$ cat src/rtl/seq_booth_multiplier.sv
// Radix-4 Booth sequential multiplier, signed/unsigned per operation, start/busy/done handshake.
// Optional early termination for short multipliers is built when BOOTH_EARLY_TERM_EN is defined.
module seq_booth_multiplier #(
   parameter int N = 32
) (
   input  logic           clk,
   input  logic           rst_n,
   input  logic           start,
   input  logic           signed_mode,
   input  logic [N-1:0]   multiplicand,
   input  logic [N-1:0]   multiplier,
   output logic [2*N-1:0] product,
   output logic           busy,
   output logic           done
);

   localparam int K     = (N + 2) / 2;
   localparam int CW    = $clog2(K + 1);
   localparam int W     = N + 2;
   localparam int AW    = N + 4;
   localparam int PRODW = 2 * N;

   typedef enum logic {
      IDLE,
      RUN
   } state_t;

   state_t           state_q, state_d;
   logic [CW-1:0]    cnt_q, cnt_d;
   logic [AW-1:0]    acc_q, acc_d;
   logic [W-1:0]     b_q, b_d;
   logic             prev_q, prev_d;
   logic [W-1:0]     a_q, a_d;
   logic [PRODW-1:0] product_q, product_d;
   logic             done_q, done_d;

   logic [AW-1:0]    a_ext;
   logic [AW-1:0]    addend;
   logic [AW-1:0]    acc_sum;
   logic [AW-1:0]    acc_shift;
   logic [W-1:0]     b_shift;
   logic             last_iter;
   logic             rest_same;

`ifdef BOOTH_EARLY_TERM_EN
   localparam int PW = 2 * N + 6;
   localparam int SW = $clog2(PW + 1);
   logic [W-1:0]     rem_mask;
   logic [SW-1:0]    shamt;
   logic [PRODW-1:0] early_product;
`endif

   // Booth digit datapath: recode {B[2i+1], B[2i], B[2i-1]}, add d*A, shift {acc, B} right by 2.
   always_comb begin
      a_ext = {{2{a_q[W-1]}}, a_q};
      unique case ({b_q[1:0], prev_q})
         3'b001, 3'b010: addend = a_ext;
         3'b011:         addend = a_ext << 1;
         3'b100:         addend = -(a_ext << 1);
         3'b101, 3'b110: addend = -a_ext;
         default:        addend = '0;
      endcase
      acc_sum   = acc_q + addend;
      acc_shift = {{2{acc_sum[AW-1]}}, acc_sum[AW-1:2]};
      b_shift   = {acc_sum[1:0], b_q[W-1:2]};
      last_iter = (cnt_q == CW'(K - 1));
   end

`ifdef BOOTH_EARLY_TERM_EN
   // Remaining multiplier bits sit in b_q[W-1-2i:0]; uniform with the overlap bit means all later digits are 0.
   always_comb begin
      rem_mask      = {W{1'b1}} >> {cnt_q, 1'b0};
      rest_same     = (((b_q ^ {W{prev_q}}) & rem_mask) == '0);
      shamt         = SW'(2 * (K - int'(cnt_q)));
      early_product = PRODW'($signed({acc_q, b_q}) >>> shamt);
   end
`else
   assign rest_same = 1'b0;
`endif

   always_comb begin
      // NOTE: every _d gets its hold value first, so no path through this block can infer a latch.
      state_d   = state_q;
      cnt_d     = cnt_q;
      acc_d     = acc_q;
      b_d       = b_q;
      prev_d    = prev_q;
      a_d       = a_q;
      product_d = product_q;
      done_d    = 1'b0;

      unique case (state_q)
         IDLE: begin
            if (start) begin
               a_d     = signed_mode ? {{2{multiplicand[N-1]}}, multiplicand} : {2'b00, multiplicand};
               b_d     = signed_mode ? {{2{multiplier[N-1]}}, multiplier} : {2'b00, multiplier};
               acc_d   = '0;
               cnt_d   = '0;
               prev_d  = 1'b0;
               state_d = RUN;
            end
         end
         RUN: begin
`ifdef BOOTH_EARLY_TERM_EN
            if (rest_same) begin
               product_d = early_product;
               done_d    = 1'b1;
               state_d   = IDLE;
            end else begin
`else
            begin
`endif
               acc_d  = acc_shift;
               b_d    = b_shift;
               prev_d = b_q[1];
               cnt_d  = cnt_q + 1'b1;
               if (last_iter) begin
                  product_d = PRODW'({acc_shift, b_shift});
                  done_d    = 1'b1;
                  state_d   = IDLE;
               end
            end
         end
         default: state_d = IDLE;
      endcase
   end

   // NOTE: operand and accumulator registers are reset too, so an aborted op leaves no stale datapath state.
   always_ff @(posedge clk or negedge rst_n) begin
      if (!rst_n) begin
         state_q   <= IDLE;
         cnt_q     <= '0;
         acc_q     <= '0;
         b_q       <= '0;
         prev_q    <= 1'b0;
         a_q       <= '0;
         product_q <= '0;
         done_q    <= 1'b0;
      end else begin
         // NOTE: non-blocking assignments make every flop sample the pre-edge values of the others.
         state_q   <= state_d;
         cnt_q     <= cnt_d;
         acc_q     <= acc_d;
         b_q       <= b_d;
         prev_q    <= prev_d;
         a_q       <= a_d;
         product_q <= product_d;
         done_q    <= done_d;
      end
   end

   assign product = product_q;
   assign busy    = (state_q == RUN);
   assign done    = done_q;

endmodule

$ cat config.mk
export PLATFORM = sky130hd
export DESIGN_NAME = seq_booth_multiplier
export DESIGN_NICKNAME = d
export VERILOG_FILES = /design/src/rtl/seq_booth_multiplier.sv
export SDC_FILE = /design/constraint.sdc
export NUM_CORES = 1
export LEC_CHECK = 0
export CAP_MARGIN = 30
export CORE_ASPECT_RATIO = 1.25
export CORE_UTILIZATION = 37
export CTS_CLUSTER_DIAMETER = 100
export CTS_CLUSTER_SIZE = 24
export DETAILED_ROUTE_END_ITERATION = 6
export GPL_ROUTABILITY_DRIVEN = 0
export HOLD_SLACK_MARGIN = 0.08
export SLEW_MARGIN = 10
export SYNTH_ARGS = -nofsm -noshare
export SYNTH_HDL_FRONTEND = slang
export SYNTH_SLANG_ARGS = --single-unit
$ cat constraint.sdc
create_clock -name clk -period 14 [get_ports clk]
set_input_delay 1.4 -clock clk [delete_from_list [all_inputs] [get_ports clk]]
set_output_delay 1.4 -clock clk [all_outputs]
set_load 0.02 [all_outputs]
==> report_table.html <==
<table>
<tr><th>Metric</th><th>Value</th></tr>
<tr><th colspan="2">Layout</th></tr>
<tr><td>Ant. Diodes</td><td>0</td></tr>
<tr><td>Share of layout cells above drive strength 1</td><td>0.0965</td></tr>
<tr><td>Layout overhead on the synthesized area</td><td>21.9%</td></tr>
<tr><td>Number of nets in the layout</td><td>1348</td></tr>
<tr><td>Layout filler cell count</td><td>2694</td></tr>
<tr><th colspan="2">Timing</th></tr>
<tr><td>Final critical path time including I/O delays and setup</td><td>5.42 ns</td></tr>
<tr><td>Number of pins with negative max-slew slack in the final report</td><td>0</td></tr>
<tr><td>Rel. slew slack</td><td>0.376</td></tr>
<tr><td>Layout Skew</td><td>0.0145 ns</td></tr>
<tr><td>Worst hold margin</td><td>0.478 ns</td></tr>
<tr><td>Setup-violating endpoint count in the final report</td><td>0</td></tr>
<tr><td>Peak clock frequency supported by timing</td><td>184 MHz</td></tr>
<tr><td>Final worst path period share</td><td>0.387</td></tr>
<tr><td>Final sum of negative setup slack</td><td>0 ns</td></tr>
<tr><td>Post-layout worst setup margin</td><td>8.58 ns</td></tr>
<tr><td>Worst slew pin tran</td><td>0.933 ns</td></tr>
<tr><td>Unrepaired setup endpoints after global routing</td><td>false</td></tr>
<tr><td>Final number of hold-violating endpoints</td><td>0</td></tr>
<tr><th colspan="2">Critical path</th></tr>
<tr><td>Crit path max fanout</td><td>7</td></tr>
<tr><td>Crit path kind</td><td>flip-flop to flip-flop</td></tr>
<tr><td>Number of cells on the worst reg-to-reg path</td><td>20</td></tr>
<tr><td>Crit end category</td><td>flip-flop</td></tr>
<tr><td>Worst setup SP type</td><td>flip-flop</td></tr>
<tr><td>Worst endpoint required time</td><td>14.35 ns</td></tr>
<tr><td>Worst EP arrival</td><td>5.77 ns</td></tr>
<tr><th colspan="2">Clock tree</th></tr>
<tr><td>Number of clock sinks</td><td>173</td></tr>
<tr><td>Hold-fix buffer count after cts</td><td>0</td></tr>
<tr><td>Num CTS Buffers</td><td>17</td></tr>
<tr><td>Buffers from clock root to sink, at most</td><td>2</td></tr>
<tr><td>Cts repair resizes</td><td>0</td></tr>
<tr><td>Root buffer selected by CTS</td><td>sky130_fd_sc_hd__clkbuf_16</td></tr>
<tr><td>Register clock-pin slew on the reported worst setup and hold paths</td><td>0.07 ns</td></tr>
<tr><td>Buffers inserted during post-CTS setup optimization</td><td>0</td></tr>
<tr><td>H-tree depth reported by CTS</td><td>4</td></tr>
<tr><td>Clock tree from TritonCTS</td><td>yes</td></tr>
<tr><td>Insertion delay to the later sink of the worst-skew pair</td><td>0.44 ns</td></tr>
<tr><th colspan="2">Route</th></tr>
<tr><td>Routed Antenna Nets</td><td>0</td></tr>
<tr><td>Number of iterations in the first detailed-routing pass</td><td>5</td></tr>
<tr><td>Number of vias per cell after detailed routing</td><td>5.46</td></tr>
<tr><td>Total DRC errors in the routed layout</td><td>0</td></tr>
<tr><td>First-iteration detailed-routing DRC count</td><td>464</td></tr>
<tr><td>Via count</td><td>8764</td></tr>
<tr><td>Final routed wirelength across all metal layers</td><td>28300 um</td></tr>
<tr><td>Wirelength per Cell</td><td>17.6 um</td></tr>
<tr><th colspan="2">Die</th></tr>
<tr><td>Total I/O pin count</td><td>134</td></tr>
<tr><td>Die extent in y</td><td>189 um</td></tr>
<tr><td>Horizontal die dimension</td><td>151 um</td></tr>
<tr><td>Core region area</td><td>0.0276 mm2</td></tr>
<tr><td>Full die area</td><td>0.0286 mm2</td></tr>
<tr><td>Number of placement rows</td><td>68</td></tr>
<tr><td>Initial core utilization</td><td>0.375</td></tr>
<tr><th colspan="2">Min path</th></tr>
<tr><td>Path class of the lowest-slack min-delay path</td><td>flip-flop to flip-flop</td></tr>
<tr><td>Worst hold path stage count</td><td>2</td></tr>
<tr><th colspan="2">Synthesis</th></tr>
<tr><td>Avg Cell Area, Syn</td><td>9.01 um2</td></tr>
<tr><td>Register area share after synthesis</td><td>0.419</td></tr>
<tr><td>Yosys reg bits</td><td>173</td></tr>
<tr><td>Number of synthesized flops with an enable pin</td><td>0</td></tr>
<tr><td>Net count after synthesis</td><td>1253</td></tr>
<tr><td>Post-Syn Instances</td><td>1146</td></tr>
<tr><td>Post-synth design cell area</td><td>0.0103 mm2</td></tr>
<tr><td>Count of yosys warnings during synthesis</td><td>0</td></tr>
<tr><td>Main flop type after synthesis</td><td>sky130_fd_sc_hd__dfrtp_1</td></tr>
<tr><td>Number of different library cells in the post-synthesis netlist</td><td>60</td></tr>
<tr><td>Synth async-reset ratio</td><td>1.00</td></tr>
<tr><th colspan="2">Run</th></tr>
<tr><td>Reported max-cap violation count</td><td>0</td></tr>
<tr><th colspan="2">Placement</th></tr>
<tr><td>Worst Setup Slack post-DPL</td><td>8.58 ns</td></tr>
<tr><td>Detailed placer's ending HPWL</td><td>19700 um</td></tr>
<tr><td>Input/output buffers</td><td>133</td></tr>
<tr><th colspan="2">Global routing</th></tr>
<tr><td>Antenna violations before repair</td><td>0</td></tr>
<tr><td>Global-route usage over all layers</td><td>0.206</td></tr>
<tr><td>Global-route wire length before repair</td><td>45800 um</td></tr>
<tr><td>Global-route congestion overflow total</td><td>0</td></tr>
<tr><td>Via count of the first global-routing pass</td><td>8743</td></tr>
<tr><td>Pin count of the biggest net entering global routing</td><td>77</td></tr>
<tr><th colspan="2">Status</th></tr>
<tr><td>Outcome</td><td>completed</td></tr>
</table>
-- cell usage in the layout (no fill, tap or decap), types with 6 or more instances in the layout --
master | netlist | routed
sky130_fd_sc_hd__a31oi_1 | 15 | 15
sky130_fd_sc_hd__a21oi_1 | 45 | 45
sky130_fd_sc_hd__nand2_1 | 236 | 236
sky130_fd_sc_hd__clkbuf_16 | 0 | 17
sky130_fd_sc_hd__o22ai_1 | 7 | 7
sky130_fd_sc_hd__a211oi_1 | 9 | 9
sky130_fd_sc_hd__inv_1 | 22 | 22
sky130_fd_sc_hd__o21ai_0 | 101 | 101
sky130_fd_sc_hd__xnor2_1 | 50 | 50
sky130_fd_sc_hd__o21bai_1 | 8 | 8
sky130_fd_sc_hd__nor2_1 | 52 | 50
sky130_fd_sc_hd__a22o_1 | 27 | 27
sky130_fd_sc_hd__a221oi_1 | 12 | 12
sky130_fd_sc_hd__mux2_2 | 54 | 54
sky130_fd_sc_hd__mux2i_1 | 34 | 34
sky130_fd_sc_hd__xor2_1 | 23 | 23
sky130_fd_sc_hd__buf_4 | 0 | 12
sky130_fd_sc_hd__or3_1 | 7 | 7
sky130_fd_sc_hd__a22oi_1 | 9 | 9
sky130_fd_sc_hd__ha_1 | 38 | 38
sky130_fd_sc_hd__dfrtp_1 | 173 | 172
sky130_fd_sc_hd__nor3_1 | 16 | 16
sky130_fd_sc_hd__nor4_1 | 7 | 7
sky130_fd_sc_hd__nand4_1 | 6 | 6
sky130_fd_sc_hd__o21a_1 | 7 | 7
sky130_fd_sc_hd__a21o_1 | 16 | 16
sky130_fd_sc_hd__nand3_1 | 27 | 27
sky130_fd_sc_hd__clkdlybuf4s50_1 | 0 | 131
-- synthesized netlist by cell type, types with 4 or more instances --
cell type / count / area share
sky130_fd_sc_hd__nand3_1: 27 / 0.013
sky130_fd_sc_hd__ha_1: 38 / 0.046
sky130_fd_sc_hd__or2_2: 4 / 0.0024
sky130_fd_sc_hd__or4_1: 4 / 0.0029
sky130_fd_sc_hd__xor2_1: 23 / 0.019
sky130_fd_sc_hd__buf_1: 10 / 0.0036
sky130_fd_sc_hd__a22oi_1: 9 / 0.0065
sky130_fd_sc_hd__nor3_1: 16 / 0.0078
sky130_fd_sc_hd__and2_1: 5 / 0.0030
sky130_fd_sc_hd__a221oi_1: 12 / 0.010
sky130_fd_sc_hd__mux2i_1: 34 / 0.033
sky130_fd_sc_hd__nand2b_1: 5 / 0.0030
sky130_fd_sc_hd__a22o_1: 27 / 0.023
sky130_fd_sc_hd__nor2b_1: 5 / 0.0030
sky130_fd_sc_hd__mux2_2: 54 / 0.059
sky130_fd_sc_hd__dfrtp_1: 173 / 0.42
sky130_fd_sc_hd__o21a_1: 7 / 0.0051
sky130_fd_sc_hd__inv_1: 22 / 0.0080
sky130_fd_sc_hd__a31oi_1: 15 / 0.0091
sky130_fd_sc_hd__nand4_1: 6 / 0.0036
sky130_fd_sc_hd__o22ai_1: 7 / 0.0042
sky130_fd_sc_hd__o21ai_0: 101 / 0.049
sky130_fd_sc_hd__a21o_1: 16 / 0.012
sky130_fd_sc_hd__nand2_1: 236 / 0.086
sky130_fd_sc_hd__a211oi_1: 9 / 0.0065
sky130_fd_sc_hd__nor2_1: 52 / 0.019
sky130_fd_sc_hd__xnor2_1: 50 / 0.042
sky130_fd_sc_hd__clkbuf_1: 60 / 0.022
sky130_fd_sc_hd__o211ai_1: 4 / 0.0029
sky130_fd_sc_hd__and3_1: 4 / 0.0024
sky130_fd_sc_hd__nor4_1: 7 / 0.0042
sky130_fd_sc_hd__a21oi_1: 45 / 0.022
sky130_fd_sc_hd__or3_1: 7 / 0.0042
sky130_fd_sc_hd__o21bai_1: 8 / 0.0058
-- critical path, cell delays in order (launching register included) --
cell                       delay [ns]
sky130_fd_sc_hd__dfrtp_1         0.40
sky130_fd_sc_hd__inv_1           0.09
sky130_fd_sc_hd__ha_1            0.20
sky130_fd_sc_hd__or3b_4          0.41
sky130_fd_sc_hd__or3_4           0.37
sky130_fd_sc_hd__or2_1           0.34
sky130_fd_sc_hd__or3_1           0.38
sky130_fd_sc_hd__or3_1           0.36
sky130_fd_sc_hd__xor2_1          0.16
sky130_fd_sc_hd__a221oi_1        0.25
sky130_fd_sc_hd__o21ai_1         0.15
sky130_fd_sc_hd__ha_1            0.40
sky130_fd_sc_hd__nand3_1         0.12
sky130_fd_sc_hd__nor4_1          0.32
sky130_fd_sc_hd__a22o_1          0.18
sky130_fd_sc_hd__a21oi_1         0.07
sky130_fd_sc_hd__a31o_2          0.25
sky130_fd_sc_hd__o21ai_0         0.39
sky130_fd_sc_hd__a221oi_1        0.19
sky130_fd_sc_hd__xor2_1          0.17
sky130_fd_sc_hd__o21ai_0         0.14
-- state kept, by name, indices dropped and copies added (netlist names) --
name,cells
a_q,33
product,64
acc_q,34
cnt_q,5
done,1
busy,1
b_q,34
prev_q,1
-- worst paths after layout --
kind / start / slack, ns / to
min in group asynchronous: rst_n / 0.89 / a_q[8]$_DFFE_PN0P_
worst min register to register: product[0]$_DFFE_PN0P_ / 0.48 / product[0]$_DFFE_PN0P_
worst max register to register: a_q[1]$_DFFE_PN0P_ / 8.58 / acc_q[32]$_DFFE_PN0P_
worst min-delay path: product[0]$_DFFE_PN0P_ / 0.48 / product[0]$_DFFE_PN0P_
worst max-delay path: a_q[1]$_DFFE_PN0P_ / 8.58 / acc_q[32]$_DFFE_PN0P_
max in group asynchronous: rst_n / 11.87 / busy$_DFF_PN0_
-- cell families (layout without fill, tap and decap cells) --
logic type / count (synthesis) / after routing / synth area share
flops: 173 / 173 / 0.419
buf+inv: 94 / 202 / 0.0349
simple gates: 394 / 394 / 0.168
mux: 88 / 88 / 0.0918
fa+ha+maj: 39 / 39 / 0.0480
compound gates: 285 / 285 / 0.176
xor+xnor: 73 / 73 / 0.0619
-- layout make-up --
type	instances	area [um2]	area share
inverter	23	86.3	0.00686
clock buffer	18	439	0.0349
clock inverter	14	175	0.0139
sequential	173	4330	0.344
timing repair buffer	147	1470	0.116
tap	350	438	0.0348
multi-input combinational	879	5660	0.449
-- per-stage QoR --
stage                     instance area (um2)  utilization  std cells
after global routing                    12600        0.457       1604
after floorplan                         10300            -       1146
after global placement                  11900        0.433       1569
after CTS                               12600        0.456       1602
after detailed placement                11900        0.433       1570
final                                   12600        0.457       1604
-- per-layer routing --
metal  wire (um)  track usage
met1       11600        0.243
met2       13600        0.340
met3        1910       0.0528
met4        1230        0.107
met5           0            0
Power is not shown: default switching activity piles up to over one toggle a cycle in this logic, so the estimate is an artifact.
